--- src/rtl/trigger_unit_if.sv ---
// Bundle of trigger sources, control pulses and capture status for trigger_unit.
// The slave modport is the trigger unit; the master modport drives it.
interface trigger_unit_if #(
   parameter int NUM_CH = 5,
   parameter int CNT_W  = 9
);
   logic [NUM_CH-1:0] i_ch_trig;
   logic [NUM_CH-1:0] i_ch_en;
   logic              i_prot_trig;
   logic              i_prot_en;
   logic              i_mode_or;
   logic              i_arm;
   logic              i_disarm;
   logic              i_smpl_en;
   logic [CNT_W-1:0]  i_post_cnt;
   logic              o_armed;
   logic              o_triggered;
   logic              o_capture_done;
   logic [CNT_W-1:0]  o_post_left;
   logic [NUM_CH:0]   o_trig_src;

   modport slave (
      input  i_ch_trig, i_ch_en, i_prot_trig, i_prot_en, i_mode_or,
      input  i_arm, i_disarm, i_smpl_en, i_post_cnt,
      output o_armed, o_triggered, o_capture_done, o_post_left, o_trig_src
   );

   modport master (
      output i_ch_trig, i_ch_en, i_prot_trig, i_prot_en, i_mode_or,
      output i_arm, i_disarm, i_smpl_en, i_post_cnt,
      input  o_armed, o_triggered, o_capture_done, o_post_left, o_trig_src
   );
endinterface

--- src/rtl/trigger_unit.sv ---
// Capture trigger: masked AND/OR of channel + protocol triggers, arm -> trigger -> post count -> done.
// Optional feature macro TRIG_QUAL_EN: trigger only after QUAL_CYC consecutive cycles of cond.
module trigger_unit #(
   parameter int NUM_CH   = 5,
   parameter int CNT_W    = 9,
   parameter int QUAL_CYC = 4
) (
   input  logic           i_clk,
   input  logic           i_rst,
   trigger_unit_if.slave  bus
);
   typedef enum logic [1:0] {
      ST_IDLE  = 2'd0,
      ST_ARMED = 2'd1,
      ST_POST  = 2'd2,
      ST_DONE  = 2'd3
   } state_t;

   localparam logic [CNT_W-1:0]  CNT_ZERO = {CNT_W{1'b0}};
   localparam logic [CNT_W-1:0]  CNT_ONE  = {{(CNT_W-1){1'b0}}, 1'b1};
   localparam logic [NUM_CH:0]   SRC_ZERO = {(NUM_CH+1){1'b0}};

   state_t            r_state;
   state_t            w_state_nxt;
   logic              r_armed;
   logic              r_triggered;
   logic              r_done;
   logic [CNT_W-1:0]  r_post_left;
   logic [NUM_CH:0]   r_trig_src;
   logic              w_trig_nxt;
   logic              w_done_nxt;
   logic [CNT_W-1:0]  w_left_nxt;
   logic [NUM_CH:0]   w_src_nxt;
   logic [NUM_CH:0]   w_src;
   logic [NUM_CH:0]   w_en;
   logic              w_cond;
   logic              w_fire;

   // Masked sources and the AND/OR combination; nothing enabled never triggers
   always_comb begin
      w_src  = {bus.i_prot_trig & bus.i_prot_en, bus.i_ch_trig & bus.i_ch_en};
      w_en   = {bus.i_prot_en, bus.i_ch_en};
      w_cond = 1'b0;
      if (w_en == SRC_ZERO) begin
         w_cond = 1'b0;
      end else if (bus.i_mode_or) begin
         w_cond = |w_src;
      end else begin
         w_cond = &(w_src | ~w_en);
      end
   end

`ifdef TRIG_QUAL_EN
   localparam int QW = $clog2(QUAL_CYC + 1);
   localparam logic [QW-1:0] QUAL_LAST = QW'(QUAL_CYC - 1);
   localparam logic [QW-1:0] QUAL_MAX  = QW'(QUAL_CYC);

   logic [QW-1:0] r_qual;
   logic [QW-1:0] w_qual_nxt;

   // Run-length of cond while armed; any gap or leaving ARMED restarts it
   always_comb begin
      w_fire     = w_cond && (r_qual >= QUAL_LAST);
      w_qual_nxt = {QW{1'b0}};
      if ((r_state == ST_ARMED) && w_cond && !bus.i_disarm) begin
         if (r_qual < QUAL_MAX) begin
            w_qual_nxt = r_qual + QW'(1);
         end else begin
            w_qual_nxt = r_qual;
         end
      end else begin
         w_qual_nxt = {QW{1'b0}};
      end
   end

   // Qualification counter register
   always_ff @(posedge i_clk or posedge i_rst) begin
      if (i_rst) begin
         r_qual <= {QW{1'b0}};
      end else begin
         r_qual <= w_qual_nxt;
      end
   end
`else
   // Without qualification a single cycle of cond is enough
   always_comb begin
      w_fire = w_cond;
   end
`endif

   // Next state and next values of every registered output; disarm has top priority
   always_comb begin
      w_state_nxt = r_state;
      w_trig_nxt  = r_triggered;
      w_done_nxt  = r_done;
      w_left_nxt  = r_post_left;
      w_src_nxt   = r_trig_src;
      if (bus.i_disarm) begin
         w_state_nxt = ST_IDLE;
         w_trig_nxt  = 1'b0;
         w_done_nxt  = 1'b0;
         w_left_nxt  = CNT_ZERO;
         w_src_nxt   = SRC_ZERO;
      end else begin
         case (r_state)
            ST_IDLE: begin
               if (bus.i_arm) begin
                  w_state_nxt = ST_ARMED;
               end else begin
                  w_state_nxt = ST_IDLE;
               end
            end
            ST_ARMED: begin
               if (w_fire) begin
                  w_state_nxt = ST_POST;
                  w_trig_nxt  = 1'b1;
                  w_left_nxt  = bus.i_post_cnt;
                  w_src_nxt   = w_src;
               end else begin
                  w_state_nxt = ST_ARMED;
               end
            end
            ST_POST: begin
               // A zero count finishes without waiting for a sample strobe
               if (r_post_left == CNT_ZERO) begin
                  w_state_nxt = ST_DONE;
                  w_done_nxt  = 1'b1;
               end else if (bus.i_smpl_en) begin
                  if (r_post_left == CNT_ONE) begin
                     w_state_nxt = ST_DONE;
                     w_done_nxt  = 1'b1;
                     w_left_nxt  = CNT_ZERO;
                  end else begin
                     w_left_nxt  = r_post_left - CNT_ONE;
                  end
               end else begin
                  w_state_nxt = ST_POST;
               end
            end
            ST_DONE: begin
               if (bus.i_arm) begin
                  w_state_nxt = ST_ARMED;
                  w_trig_nxt  = 1'b0;
                  w_done_nxt  = 1'b0;
                  w_left_nxt  = CNT_ZERO;
                  w_src_nxt   = SRC_ZERO;
               end else begin
                  w_state_nxt = ST_DONE;
               end
            end
            default: begin
               w_state_nxt = ST_IDLE;
               w_trig_nxt  = 1'b0;
               w_done_nxt  = 1'b0;
               w_left_nxt  = CNT_ZERO;
               w_src_nxt   = SRC_ZERO;
            end
         endcase
      end
   end

   // State and output registers
   always_ff @(posedge i_clk or posedge i_rst) begin
      if (i_rst) begin
         r_state     <= ST_IDLE;
         r_armed     <= 1'b0;
         r_triggered <= 1'b0;
         r_done      <= 1'b0;
         r_post_left <= CNT_ZERO;
         r_trig_src  <= SRC_ZERO;
      end else begin
         r_state     <= w_state_nxt;
         r_armed     <= (w_state_nxt == ST_ARMED);
         r_triggered <= w_trig_nxt;
         r_done      <= w_done_nxt;
         r_post_left <= w_left_nxt;
         r_trig_src  <= w_src_nxt;
      end
   end

   assign bus.o_armed        = r_armed;
   assign bus.o_triggered    = r_triggered;
   assign bus.o_capture_done = r_done;
   assign bus.o_post_left    = r_post_left;
   assign bus.o_trig_src     = r_trig_src;
endmodule

--- src/flat_wrapper.sv ---
// flat-port wrapper written by rule: the top's interface ports become plain ports
module trigger_unit_flat 
#(
   parameter int NUM_CH   = 5,
   parameter int CNT_W    = 9,
   parameter int QUAL_CYC = 4
)
  (i_clk, i_rst, bus_i_ch_trig, bus_i_ch_en, bus_i_prot_trig, bus_i_prot_en, bus_i_mode_or, bus_i_arm, bus_i_disarm, bus_i_smpl_en, bus_i_post_cnt, bus_o_armed, bus_o_triggered, bus_o_capture_done, bus_o_post_left, bus_o_trig_src);
  trigger_unit_if #(.NUM_CH(NUM_CH), .CNT_W(CNT_W)) bus_i ();
  input  logic i_clk;
  input  logic i_rst;
  input wire logic [$bits(bus_i.i_ch_trig)-1:0] bus_i_ch_trig;
  input wire logic [$bits(bus_i.i_ch_en)-1:0] bus_i_ch_en;
  input wire logic [$bits(bus_i.i_prot_trig)-1:0] bus_i_prot_trig;
  input wire logic [$bits(bus_i.i_prot_en)-1:0] bus_i_prot_en;
  input wire logic [$bits(bus_i.i_mode_or)-1:0] bus_i_mode_or;
  input wire logic [$bits(bus_i.i_arm)-1:0] bus_i_arm;
  input wire logic [$bits(bus_i.i_disarm)-1:0] bus_i_disarm;
  input wire logic [$bits(bus_i.i_smpl_en)-1:0] bus_i_smpl_en;
  input wire logic [$bits(bus_i.i_post_cnt)-1:0] bus_i_post_cnt;
  output wire logic [$bits(bus_i.o_armed)-1:0] bus_o_armed;
  output wire logic [$bits(bus_i.o_triggered)-1:0] bus_o_triggered;
  output wire logic [$bits(bus_i.o_capture_done)-1:0] bus_o_capture_done;
  output wire logic [$bits(bus_i.o_post_left)-1:0] bus_o_post_left;
  output wire logic [$bits(bus_i.o_trig_src)-1:0] bus_o_trig_src;
  assign bus_i.i_ch_trig = bus_i_ch_trig;
  assign bus_i.i_ch_en = bus_i_ch_en;
  assign bus_i.i_prot_trig = bus_i_prot_trig;
  assign bus_i.i_prot_en = bus_i_prot_en;
  assign bus_i.i_mode_or = bus_i_mode_or;
  assign bus_i.i_arm = bus_i_arm;
  assign bus_i.i_disarm = bus_i_disarm;
  assign bus_i.i_smpl_en = bus_i_smpl_en;
  assign bus_i.i_post_cnt = bus_i_post_cnt;
  assign bus_o_armed = bus_i.o_armed;
  assign bus_o_triggered = bus_i.o_triggered;
  assign bus_o_capture_done = bus_i.o_capture_done;
  assign bus_o_post_left = bus_i.o_post_left;
  assign bus_o_trig_src = bus_i.o_trig_src;
  trigger_unit #(.NUM_CH(NUM_CH), .CNT_W(CNT_W), .QUAL_CYC(QUAL_CYC)) u_core (.i_clk(i_clk), .i_rst(i_rst), .bus(bus_i));
endmodule
--- config.mk ---
export PLATFORM = sky130hd
export DESIGN_NAME = trigger_unit_flat
export DESIGN_NICKNAME = d
export VERILOG_FILES = /design/src/rtl/trigger_unit_if.sv /design/src/rtl/trigger_unit.sv /design/src/flat_wrapper.sv
export SDC_FILE = /design/constraint.sdc
export NUM_CORES = 1
export LEC_CHECK = 0
export CORE_MARGIN = 10
export CORE_UTILIZATION = 44
export CTS_BUF_LIST = sky130_fd_sc_hd__clkbuf_4 sky130_fd_sc_hd__clkbuf_8 sky130_fd_sc_hd__clkbuf_16
export CTS_CLUSTER_SIZE = 20
export DETAILED_ROUTE_END_ITERATION = 16
export PLACE_DENSITY_LB_ADDON = 0.05
export SETUP_SLACK_MARGIN = 0.4
export SLEW_MARGIN = 10
export SYNTH_ARGS = -nofsm -noshare
export SYNTH_HDL_FRONTEND = slang
export SYNTH_SLANG_ARGS = --single-unit
--- constraint.sdc ---
create_clock -name i_clk -period 2 [get_ports i_clk]
set_input_delay 0.4 -clock i_clk [delete_from_list [all_inputs] [get_ports i_clk]]
set_output_delay 0.4 -clock i_clk [all_outputs]
set_load 0.01 [all_outputs]
After elaboration in Yosys (flattened, before gate mapping)
Index checks and enable logic that the tools add are counted.
{"block": "word_totals", "elab_cells": 63, "register_bits": 20, "in_bits": 27}
{"block": "op_classes", "eq_ne": 11, "n_addsub": 1, "n_bitwise": 4, "mux": 30, "n_reduce_logical": 11}
{"op": "$mux W9", "count": 6}
{"op": "$pmux W9 S3", "count": 1}
{"op": "$mux W6", "count": 3}
{"op": "$mux W2", "count": 6}
{"op": "$pmux W6 S2", "count": 1}
{"op": "$mux W1", "count": 10}
{"op": "$eq A9 B1 Y1 const B", "count": 1}
{"op": "$logic_not A9 Y1", "count": 1}
{"op": "$ne A3 B3 Y1 const B", "count": 3}
{"op": "$sub A9 B1 Y9 const B", "count": 1}
{"op": "$pmux W2 S4", "count": 1}
{"op": "$logic_not A6 Y1", "count": 1}
{"op": "$not A6 Y6", "count": 1}
{"op": "$or A6 B6 Y6", "count": 1}
{"op": "$reduce_and A6 Y1", "count": 1}
{"op": "$reduce_bool A3 Y1", "count": 2}
{"op": "$reduce_or A6 Y1", "count": 1}
{"op": "$and A5 B5 Y5", "count": 1}
{"op": "$reduce_and A5 Y1", "count": 1}
{"op": "$eq A2 B1 Y1 const B", "count": 2}
{"op": "$eq A2 B2 Y1 const B", "count": 2}
{"op": "$ne A4 B2 Y1 const B", "count": 1}
{"op": "$ne A4 B3 Y1 const B", "count": 1}
{"op": "$pmux W1 S2", "count": 2}
{"op": "6 further kinds", "count": 6}

Depth between registers and ports, before layout
{"block": "logic_depth", "depth_word": 9, "depth_mapped": 8}

Worst setup path after synthesis
Ideal clock, no wire load.
{"block": "synth_timing", "kind": "register -> register", "startpoint": "reg u_core.r_post_left[4], in the netlist u_core.bus.o_post_left[4]", "endpoint": "reg u_core.r_post_left[2], in the netlist u_core.bus.o_post_left[2]", "path_stages_with_launch": 8, "period_less_slack_ns": 1.657, "required_time_ns": 1.905, "setup_slack_ns": 0.343, "arrival_ns": 1.561, "setup_ns": 0.095, "cell_sequence": "dfrtp_1 > nor4_2 > and2_1 > a31oi_1 > nand3_4 > buf_6 > o21ai_1 > o31ai_1"}
{"block": "synth_between", "elab_chain_len": 6, "word_cells_on_any_way": 9}
{"item": "start, declared", "line_no": "trigger_unit.sv:28", "rtl": "logic [CNT_W-1:0] r_post_left;"}
{"item": "start signal, assigned", "line_no": "trigger_unit.sv:176", "rtl": "r_post_left <= w_left_nxt;"}
{"item": "$eq A9 B1 Y1", "line_no": "trigger_unit.sv:129", "rtl": "if (r_post_left == CNT_ONE) begin"}
{"item": "$mux W9", "line_no": "trigger_unit.sv:129"}
{"item": "$mux W9", "line_no": "trigger_unit.sv:128", "rtl": "end else if (bus.i_smpl_en) begin"}
{"item": "$mux W9", "line_no": "trigger_unit.sv:125", "rtl": "if (r_post_left == CNT_ZERO) begin"}
{"item": "$pmux W9 S3", "line_no": "trigger_unit.sv:105", "rtl": "case (r_state)"}
{"item": "$mux W9", "line_no": "trigger_unit.sv:98", "rtl": "if (bus.i_disarm) begin"}
Parallel ways exist; a longest one is shown, timed or not. The select of a mux whose other input is x is not followed.
A chain may end at the register's enable or synchronous reset.

Worst setup path in the final report
{"block": "layout_timing", "startpoint": "reg u_core.r_post_left[2], in the netlist u_core.bus.o_post_left[2]", "endpoint": "reg u_core.r_post_left[7], in the netlist u_core.bus.o_post_left[7]"}
{"block": "layout_between", "elab_chain_len": 6, "word_cells_on_any_way": 10}
{"item": "$sub A9 B1 Y9 or $eq A9 B1 Y1 (tied branches)", "line_no": "trigger_unit.sv:134, trigger_unit.sv:129"}
{"item": "$mux W9", "line_no": "trigger_unit.sv:129"}
{"item": "$mux W9", "line_no": "trigger_unit.sv:128"}
{"item": "$mux W9", "line_no": "trigger_unit.sv:125"}
{"item": "$pmux W9 S3", "line_no": "trigger_unit.sv:105"}
{"item": "$mux W9", "line_no": "trigger_unit.sv:98"}
Parallel ways exist; a longest one is shown, timed or not. The select of a mux whose other input is x is not followed.

==> impl_metrics.tcl <==
set metrics [dict create \
    tritoncts "built" \
    grt_max_degree 21 \
    grt_pass1_vias 1684 \
    cp_top_family "compound AO/OA/AOI/OAI gates" \
    areaGrowthSynthToFinish_pct 79.0 \
    final_hold_viol_count 0 \
    cts_htree_levels 1 \
    cts.path.max_buffers 2 \
    seq_area_frac_synth_pct 39.7 \
    place.gp.congestion 0.894 \
    max-slew-margin-rel_pct 77.6 \
    holdWs_ns 0.361 \
    cp_slowest_stage_delay_ns 0.44 \
    worstSetupEndpointType "register" \
    io_pins 45 \
    placed_cells 236 \
    overflow 0 \
    final_max_slew_viol_count 0 \
    hpwlAfterDp_mm 3.10 \
    drtIter0Drc 118 \
    dieWidth_um 73.5 \
    insertion_delay_ns 0.32 \
    numCtsBuffers 3 \
    p_int_uw 870 \
    ctsHoldBuffers 0 \
    cts.clk_slew.worst_paths_ns 0.13 \
    root_buffer "clkbuf_4" \
    antenna_found_initial 0 \
    drive_gt1_share_pct 43.3 \
    grt_pass1_wl_mm 7.49 \
    coreArea_mm2 0.00276 \
    dr_total_vias 1590 \
    routed_via_density 5.91 \
    p_per_area_mw_per_mm2 628 \
    crit_required_ns 2.25 \
    swShare_pct 38.6 \
    port_buffers 44 \
    worst_pin_slew_ns 0.334 \
    drc_errors 0 \
    fin_cells 269 \
    power.leakage_uw 0.00106 \
    die_h_um 73.5 \
    final_common_cell "buf_4" \
    fin_skew_ns 0.0166 \
    wirelength_mm 5.17 \
    synthCells 151 \
    critPathBufInv 1 \
    crit_type "reg -> reg" \
    p_switching_uw 548 \
    fin_crit_sh_pct 86.7 \
    cp.arrival_ns 1.98 \
    ant_nets 0 \
    n_antenna_cell 0 \
    path_max_fanout 4 \
    hold_class "in -> reg" \
    ir_drop_mv 0.529 \
    layout_min_cycle_time_ns 1.73 \
    fillers 187 \
    dieArea_mm2 0.00540 \
    setup_violations 0 \
    nets 269 \
    grt_util_all_layers_pct 16.8 \
    maxCapViolations 0 \
    syn_area_mm2 0.00126 \
    row_count 19 \
    clock-sinks 20 \
    dr.pass1.iters 4 \
    p_comb_share_pct 48.8 \
    power_frac_seq_pct 35.1 \
    yosysWarnings 0 \
    fmax_mhz 576 \
    status "finished, final reports clean" \
    mostFrequentLayoutCells "buf_4 (34), dlygate4sd2_1 (21), dfrtp_1 (16)" \
    post_synth.cell_area_avg_um2 8.34 \
    start_util_pct 45.7 \
    cp_slowest_cell "dfrtp_1" \
    yosysUniqueCellTypes 35 \
    cp_cell_sequence "buf_4 -> nor2_2 -> nand3_1 -> a211oi_1 -> a21oi_1 -> o21ai_1" \
    wire_per_inst_um 19.2 \
    cp-start-kind "register" \
    power_frac_clock_pct 16.1 \
    rsz0062_at_grt "yes" \
    ys_ff_latch 20 \
    synth_fp_nets 181 \
]
-- worst register-to-register path, delay by kind of cell (launching register included) --
family,cells,cell delay (ns)
simple gates,2,0.46
buf+inv,1,0.17
compound gates,3,0.62
flops,1,0.44
-- through the flow --
step	setup TNS [ns]	utilization [%]	power (uW)	area [um2]	worst slack (ns)
after CTS	0	75.6	1300	2090	0.304
final	0	81.8	1420	2260	0.265
after global routing	0	81.8	1480	2260	0.215
after global placement	-1.49	66.7	973	1840	-0.145
after floorplan	0	-	755	1280	0.420
after detailed placement	-2.60	66.7	984	1840	-0.225
-- power by group through the flow --
| stage | combinational [uW] | sequential (uW) | clock, uW |
|---|---|---|---|
| CTS | 573 | 492 | 231 |
| detailed placement | 468 | 516 | 0 |
| finish | 692 | 497 | 229 |
| floorplan | 235 | 519 | 0 |
| global placement | 459 | 514 | 0 |
| global route | 737 | 502 | 240 |
-- registers in the layout (all words and copies together) (netlist names) --
name and count:
u_core.bus.o_armed 1, u_core.bus.o_capture_done 1, u_core.bus.o_post_left 9, u_core.bus.o_trig_src 6, u_core.bus.o_triggered 1, u_core.r_state 2
-- layout make-up --
type                       count  area, um2  share of cell area (%)
timing repair buffer          86        721                    31.9
multi-input combinational    117        917                    40.7
inverter                      11       43.8                    1.94
clock buffer                   4       30.0                    1.33
tap                           31       38.8                    1.72
sequential                    20        505                    22.4
-- cell families (layout without fill, tap and decap cells) --
kind of cell | after synthesis | count (layout) | synth area share, %
compound gates | 57 | 57 | 28.8
simple gates | 56 | 57 | 23.3
flops | 20 | 20 | 39.7
buf+inv | 15 | 101 | 5.16
fa+ha+maj | 3 | 3 | 2.98
-- layer usage --
| layer | track usage, % | vias to the layer above | routed length, um |
|---|---|---|---|
| li1 | - | 731 | - |
| met1 | 18.3 | 769 | 1870 |
| met2 | 28.9 | 65 | 2760 |
| met3 | 4.58 | 25 | 347 |
| met4 | 8.70 | 0 | 189 |
| met5 | 0 | - | 0 |
-- cell usage after synthesis (all sizes together) --
master | n | area, um2
and2 | 3 | 18.8
inv | 11 | 41.3
nand2 | 13 | 48.8
nor3 | 7 | 40.0
a41oi | 1 | 8.76
buf | 2 | 16.3
a21o | 3 | 22.5
nor3b | 1 | 7.51
a21bo | 1 | 10.0
nand4 | 1 | 6.26
o31ai | 4 | 30.0
o21ai | 14 | 70.1
a211oi | 3 | 22.5
a31oi | 2 | 12.5
nor2b | 1 | 6.26
o2bb2ai | 7 | 61.3
nand3b | 2 | 15.0
nor4 | 3 | 25.0
dfrtp | 20 | 500
ha | 3 | 37.5
or3b | 1 | 8.76
nor2 | 17 | 63.8
a21oi | 16 | 80.1
or3 | 1 | 11.3
o31a | 1 | 8.76
a32oi | 2 | 17.5
o22ai | 3 | 18.8
nand3 | 6 | 42.5
clkbuf | 2 | 7.51
-- worst paths after layout --
kind,slack (ns),to,cells past startpoint,from
max,0.27,u_core.bus.o_post_left[7]$_DFFE_PP0P_,6,u_core.bus.o_post_left[2]$_DFFE_PP0P_
min,0.36,u_core.bus.o_trig_src[0]$_DFFE_PP0P_,3,bus_i_ch_en[0]
max reg2reg,0.27,u_core.bus.o_post_left[7]$_DFFE_PP0P_,6,u_core.bus.o_post_left[2]$_DFFE_PP0P_
min reg2reg,0.51,u_core.bus.o_trig_src[4]$_DFFE_PP0P_,1,u_core.bus.o_trig_src[4]$_DFFE_PP0P_
max in group asynchronous,1.36,u_core.r_state[1]$_DFF_PP0_,3,i_rst
min in group asynchronous,0.40,u_core.bus.o_trig_src[3]$_DFFE_PP0P_,3,i_rst
-- what timing repair did --
action                     4_1_cts  5_1_grt
pin swaps                       19       22
gates resized for setup         57       51
cloned                           1        0
setup buffers                   18       10
setup endpoints to repair       36       19
(Power assumes the default switching activity.)
